==> config.mk <==
export PLATFORM = sky130hd
export DESIGN_NAME = shift_add_multiplier_32
export DESIGN_NICKNAME = d
export VERILOG_FILES = /design/src/rtl/shift_add_multiplier_32.sv
export SDC_FILE = /design/constraint.sdc
export NUM_CORES = 1
export LEC_CHECK = 0
export BUFFER_PORTS_ARGS = -buffer_cell sky130_fd_sc_hd__buf_2
export CORE_ASPECT_RATIO = 1.25
export CORE_MARGIN = 2
export CORE_UTILIZATION = 37
export DETAILED_ROUTE_END_ITERATION = 8
export GPL_TIMING_DRIVEN = 0
export HOLD_SLACK_MARGIN = 0.02
export MAX_ROUTING_LAYER = met4
export PLACE_DENSITY_LB_ADDON = 0.05
export SLEW_MARGIN = 20
export SYNTH_ARGS = -nofsm -noshare
export SYNTH_HDL_FRONTEND = slang
export SYNTH_SLANG_ARGS = --single-unit
export TNS_END_PERCENT = 50
==> constraint.sdc <==
create_clock -name clk -period 37.9 [get_ports clk]
set_input_delay 1.895 -clock clk [delete_from_list [all_inputs] [get_ports clk]]
set_output_delay 1.895 -clock clk [all_outputs]
set_load 0.02 [all_outputs]
==> src/rtl/shift_add_multiplier_32.sv <==
// Sequential unsigned WIDTH x WIDTH -> 2*WIDTH shift-and-add multiplier.
// A single RCA_32bit adder is reused every RUN cycle to accumulate the multiplicand.

module full_adder (
    input  logic a,
    input  logic b,
    input  logic cin,
    output logic s,
    output logic cout
);
    assign s    = a ^ b ^ cin;
    assign cout = (a & b) | (cin & (a ^ b));
endmodule

module RCA_32bit (
    input  logic [31:0] a,
    input  logic [31:0] b,
    input  logic        c,
    output logic [31:0] S,
    output logic        C
);
    logic [32:0] carry;

    assign carry[0] = c;

    for (genvar i = 0; i < 32; i++) begin : g_bit
        full_adder u_fa (
            .a   (a[i]),
            .b   (b[i]),
            .cin (carry[i]),
            .s   (S[i]),
            .cout(carry[i+1])
        );
    end

    assign C = carry[32];
endmodule

module shift_add_multiplier_32 #(
    parameter int WIDTH = 32,
    parameter int CNT_W = 6
) (
    input  logic               clk,
    input  logic               rst,
    input  logic               start,
    input  logic [WIDTH-1:0]   a,
    input  logic [WIDTH-1:0]   b,
    output logic               ready,
    output logic               busy,
    output logic               done,
    output logic [2*WIDTH-1:0] product
);
    typedef enum logic [1:0] {
        IDLE = 2'd0,
        RUN  = 2'd1,
        DONE = 2'd2
    } state_t;

    state_t             state;
    state_t             state_next;
    logic [2*WIDTH-1:0] p;
    logic [WIDTH-1:0]   m;
    logic [CNT_W-1:0]   cnt;
    logic               load;
    logic               step;
    logic [WIDTH-1:0]   addend;
    logic [WIDTH-1:0]   sum;
    logic               carry;

    // Multiplier bit 0 sits at p[0]; it selects whether this iteration adds M.
    assign addend = p[0] ? m : '0;

    RCA_32bit u_rca (
        .a(p[2*WIDTH-1:WIDTH]),
        .b(addend),
        .c(1'b0),
        .S(sum),
        .C(carry)
    );

    // NOTE: every signal gets a default before the case so no path leaves it unassigned,
    // which would otherwise infer a latch.
    always_comb begin
        state_next = state;
        load       = 1'b0;
        step       = 1'b0;
        case (state)
            IDLE: begin
                if (start) begin
                    load       = 1'b1;
                    state_next = RUN;
                end
            end
            RUN: begin
                step = 1'b1;
                if (cnt == CNT_W'(WIDTH - 1)) begin
                    state_next = DONE;
                end
            end
            DONE: begin
                state_next = IDLE;
            end
            default: begin
                state_next = IDLE;
            end
        endcase
    end

    // NOTE: sequential state uses non-blocking assignments so all registers update
    // from the same pre-edge values regardless of statement order.
    always_ff @(posedge clk or posedge rst) begin
        if (rst) begin
            state <= IDLE;
            p     <= '0;
            m     <= '0;
            cnt   <= '0;
        end else begin
            state <= state_next;
            if (load) begin
                m   <= a;
                p   <= {{WIDTH{1'b0}}, b};
                cnt <= '0;
            end else if (step) begin
                // The adder carry-out lands in the top bit after the shift, so nothing is lost.
                p   <= {carry, sum, p[WIDTH-1:1]};
                cnt <= cnt + 1'b1;
            end
        end
    end

    assign ready   = (state == IDLE);
    assign busy    = (state == RUN);
    assign done    = (state == DONE);
    assign product = p;

endmodule
After elaboration in Yosys (flattened, before gate mapping). Cells that the tools add are included.

Word-level logic and storage cells: 181. Bits of input ports: 67. Bits in registers: 104.

Mux-type cells: 11. Eq/ne operators: 5. Reduce and logical (&&, ||, !) cells: 3. Add/subtract/negate cells: 1. Bitwise operators: 157.

Operators by type and width (count): 2-to-1 mux 64 bit (2); AND 1 bit (63); bitwise XOR 1 bit (63); 2-to-1 mux 32 bit (1); OR 1 bit (31); 2-to-1 mux 6 bit (2); adder 6 x 1 -> 6 bit (second input constant) (1); == test 6 x 5 -> 1 bit (second input constant) (1); 2-to-1 mux 2 bit (2); case mux 2 bit (2 select lines) (1); 2-to-1 mux 1 bit (3); == test 2 x 1 -> 1 bit (second input constant) (1); == test 2 bit (second input constant) (1); logical NOT 2 bit (1); inequality test 2 x 1 -> 1 bit (second input constant) (1); inequality test 2 bit (second input constant) (1); AND reduction 2 bit (1); nonzero test 2 bit (1).

Longest topological paths before layout.
Word-level depth: 66. Depth in mapped cells: 37.

Cells and area by module. From an unflattened synthesis, not the netlist that was laid out.

Cells, all modules: 521. Area, all modules: 5038.6 µm².

Modules (own cells, without submodules): shift_add_multiplier_32 (cells an instance 489, instances 1, seq. area each 2602.5 µm², area each 4398.0 µm²); full_adder (cells an instance 1, instances 32, seq. area each 0.0 µm², area each 20.0 µm²).

Least setup slack after synthesis. No wires, ideal clock.

Path type: register to register. Start point: reg p[0], in the netlist product[0]. End point: reg p[62], in the netlist product[62]. Data arrival time: 13.886 ns. Stages on the path, launching flop included: 37. Path buffers: 1. Library setup time: 0.130 ns. Clock period less this slack: 14.016 ns. Path slack: 23.884 ns. Data required time: 37.770 ns. Cell sequence: dfrtp_1 -> clkbuf_1 -> nand2_1 -> fa_1 -> fa_1 -> fa_1 -> fa_1 -> fa_1 -> fa_1 -> fa_1 -> fa_1 -> fa_1 -> fa_1 -> fa_1 -> fa_1 -> fa_1 -> fa_1 -> fa_1 -> fa_1 -> fa_1 -> fa_1 -> fa_1 -> fa_1 -> fa_1 -> fa_1 -> fa_1 -> fa_1 -> fa_1 -> fa_1 -> fa_1 -> fa_1 -> fa_1 -> inv_1 -> fa_1 -> inv_1 -> fa_1 -> o21ai_0.

Cells in the longest elaborated chain, start to end: 65. Elaborated cells between the ends (all ways): 126. Classes of those cells: mux (3); bitwise (123).

RTL lines: start, declared (RTL line 61) `logic [2*WIDTH-1:0] p;`; start signal, assigned (RTL line 121) `p <= {{WIDTH{1'b0}}, b};`; start signal, assigned (RTL line 125) `p <= {carry, sum, p[WIDTH-1:1]};`; 2-to-1 mux 32 bit (*) (RTL line 71) `assign addend = p[0] ? m : '0;`; AND 1 bit or bitwise XOR 1 bit (tied branches) (RTL line 12) `assign cout = (a & b) | (cin & (a ^ b));`; AND 1 bit (RTL line 12); OR 1 bit (RTL line 12); AND 1 bit (RTL line 12); OR 1 bit (RTL line 12); AND 1 bit (RTL line 12); OR 1 bit (RTL line 12); [49 not listed]; OR 1 bit (RTL line 12); AND 1 bit (RTL line 12); OR 1 bit (RTL line 12); AND 1 bit (RTL line 12); OR 1 bit (RTL line 12); bitwise XOR 1 bit (*) (RTL line 11) `assign s = a ^ b ^ cin;`; 2-to-1 mux 64 bit (*) (RTL line 123) `end else if (step) begin`; 2-to-1 mux 64 bit (*) (RTL line 119) `if (load) begin`.

Every way passes the cells marked *; elsewhere a longest branch is shown, timed or not. The select of a mux whose other input is x is not followed. A chain may end at the register's enable or synchronous reset.

Worst setup path after layout. Ends and elaborated chain as after synthesis.

==> run metrics <==
Post-Syn Instances=between 500 and 600; Bufs and invs on worst path=3; die height=approximately 140 um; Net Count, Synth=between 600 and 700; CP Class=reg2reg; via-per-instance ratio=4.69; most used cell, CP=fa_1; Tot GR Track Use=18.5%; core area=13800 um^2; 1st-pass router iterations=6; final setup fails=0; diode count=0; Wirelength per Cell=14.2 um; post-synthesis cell area=~5200 um^2; leak pwr=3.23 nW; element type at the critical path start=flip-flop; clk_skew=0.00909 ns; sequential-to-total area share from yosys stat=49.7%; DP Worst Slack=23.03 ns; routed via count=4113; Period minus WS final=14.75 ns; Post-CTS Setup Bufs=0; Critical Path RT=38.12 ns; antenna-violating nets left=0; gr ovfl total=0; number of instances in the placed design=roughly 860; clock sink count=between 100 and 150; Max Freq=just under 70 MHz; R2R Path Start=product[0]; port bufs=about 130; wirelength, routed=12400 um; CTS tree=yes; CP delay by family, top=adder cells; #FFs+latches synth=104; # rows=48; Longest Clk Path Bufs=2; CTS root buf=clkbuf_16; RSZ-0062 raised after global routing=no; nets=797; Post-synth EDFFs=0; Hold Buf Count CTS=0; r2r setup slk=23.15 ns; Max Transition Viols Final=0; # fillers=1424; Main synth FF type=dfrtp_1; Worst path max stage delay=0.51 ns; status=complete, no violations; CTS buffer count=9; Worst Hold Class=reg2reg; peak supply drop=between 0.03 and 0.04 mV; max_slew headroom=49.7%; layout cells sized above 1=29.1%; # DRC=0; initial core utilization=37.9%; final hold violations=0; pin count of the biggest net entering global routing=slightly below 60; Area growth, synth to finish=23.0%; synthesized area per cell=roughly 9.5 um^2; vias in the first global route=4298; initial antenna violation count=0; Cell Pwr Density=87.1 nW/um^2; worst skew pair latency=0.35 ns; CP startpoint=product[0]; # resized after CTS=0; arrival time worst endpoint=14.97 ns; depth of the worst register-to-register path=36; first-pass GRT wire length=about 21000 um; setup ws final=23.15 ns; Crit. path cell count=36; H-tree levels=3; Hold WS=0.477 ns; worst r2r dst=product[62]; Netlist cell types=28; critical path's slowest cell=fa_1; total power=561 uW; die width=110 um; clock transition at the registers of the reported paths=around 0.070 ns; I/O Pins=134; worst slew pin tran=0.752 ns; fraction of registers with async set/reset=100%; total of max-cap violations=0; final core occ=46.6%; placed cell area=6150 um^2; Placer Congestion=0.823; DIE AREA=15100 um^2; final worst path period share=38.9%; CP max FO=10; final setup TNS=0 ns; Initial DRC Count=178; hpwl dp=9270 um; final instance area=6440 um^2; crit end category=flip-flop; final cell count without fillers=877; Yosys warnings=0; critical path endpoint=product[62]
[cells by family after synthesis]
logic type,count (synthesis),share of synthesized area (%)
adders and majority gates,33,12.3
muxes,2,0.382
and+or+nand+nor,244,18.9
buffers and inverters,98,10.2
DFF,104,49.7
AOI/OAI and AO/OA,71,8.53
[cell usage in the layout, fill, tap and decap left out, drive strengths merged]
cell	n
a22oi	32
inv	35
nand3b	1
mux2i	2
nor2b	1
bufinv	1
o21ai	34
nand2b	1
buf	187
o31ai	2
nor2	2
o211ai	1
nand4	1
nor3	2
clkinvlp	1
fa	31
nor3b	2
clkinv	5
nand3	33
nand2	198
a31oi	1
clkbuf	19
o21bai	1
dfrtp	104
or3b	1
ha	2
and2	2
[layer usage]
| metal | track usage, % | up-vias | share of wire (%) |
|---|---|---|---|
| li1 | - | 2018 | - |
| met1 | 22.7 | 1978 | 43 |
| met2 | 30.0 | 100 | 50 |
| met3 | 3.71 | 17 | 5.0 |
| met4 | 7.22 | 0 | 2.0 |
| met5 | - | - | 0 |
[worst min path at each step]
stage | start | endpoint | slack [ns] | cells past startpoint
floorplan | m[0] | m[0] | 0.44 | 2
global placement | m[11] | m[11] | 0.46 | 2
detailed placement | m[30] | m[30] | 0.46 | 2
CTS | m[30] | m[30] | 0.48 | 2
global route | m[24] | m[24] | 0.50 | 2
finish | m[29] | m[29] | 0.48 | 2
[state kept, by name, indices dropped and copies added (netlist names)]
name and cells:
product 64, m 32, cnt 6, state 2
[worst reg2reg max path: cells and delay by family (launching register included)]
family                   cells  cell delay [ns]
adder cells (fa/ha/maj)     31            13.26
buffers and inverters        3             0.62
flip-flops                   1             0.50
AND/OR/NAND/NOR              1             0.16
AO/OA/AOI/OAI                1             0.09
[cell usage after synthesis, types with 2 or more instances]
| cell type | instances | area (um^2) |
|---|---|---|
| o31ai_1 | 2 | 15.0 |
| fa_1 | 31 | 621 |
| dfrtp_1 | 104 | 2600 |
| mux2i_1 | 2 | 20.0 |
| nor3_1 | 2 | 10.0 |
| and2_1 | 2 | 12.5 |
| nand3_1 | 33 | 165 |
| buf_6 | 3 | 33.8 |
| buf_4 | 32 | 240 |
| ha_1 | 2 | 25.0 |
| nor2_1 | 2 | 7.51 |
| a22oi_1 | 32 | 240 |
| inv_1 | 34 | 128 |
| o21ai_0 | 34 | 170 |
| nor3b_1 | 2 | 15.0 |
| clkbuf_1 | 10 | 37.5 |
| buf_2 | 17 | 85.1 |
| nand2_1 | 198 | 743 |
[where the power goes]
part	switching [mW]	leakage, nW	internal, mW	total (mW)
Sequential	0.0405	1.27	0.168	0.208
Combinational	0.150	1.82	0.109	0.259
Clock	0.0425	0.145	0.0507	0.0932
[cell type report]
| type | instances | area (um^2) | area share (%) |
|---|---|---|---|
| plain buffers | 63 | 400 | 6.22 |
| flip-flops and latches | 104 | 2600 | 40.4 |
| clock buffers | 9 | 225 | 3.50 |
| multi-input cells | 350 | 2100 | 32.6 |
| inverters | 35 | 136 | 2.12 |
| clock inverters | 7 | 62.6 | 0.971 |
| well taps | 175 | 219 | 3.40 |
| repair buffers | 134 | 693 | 10.8 |
Power figures use the tool's default switching activity.
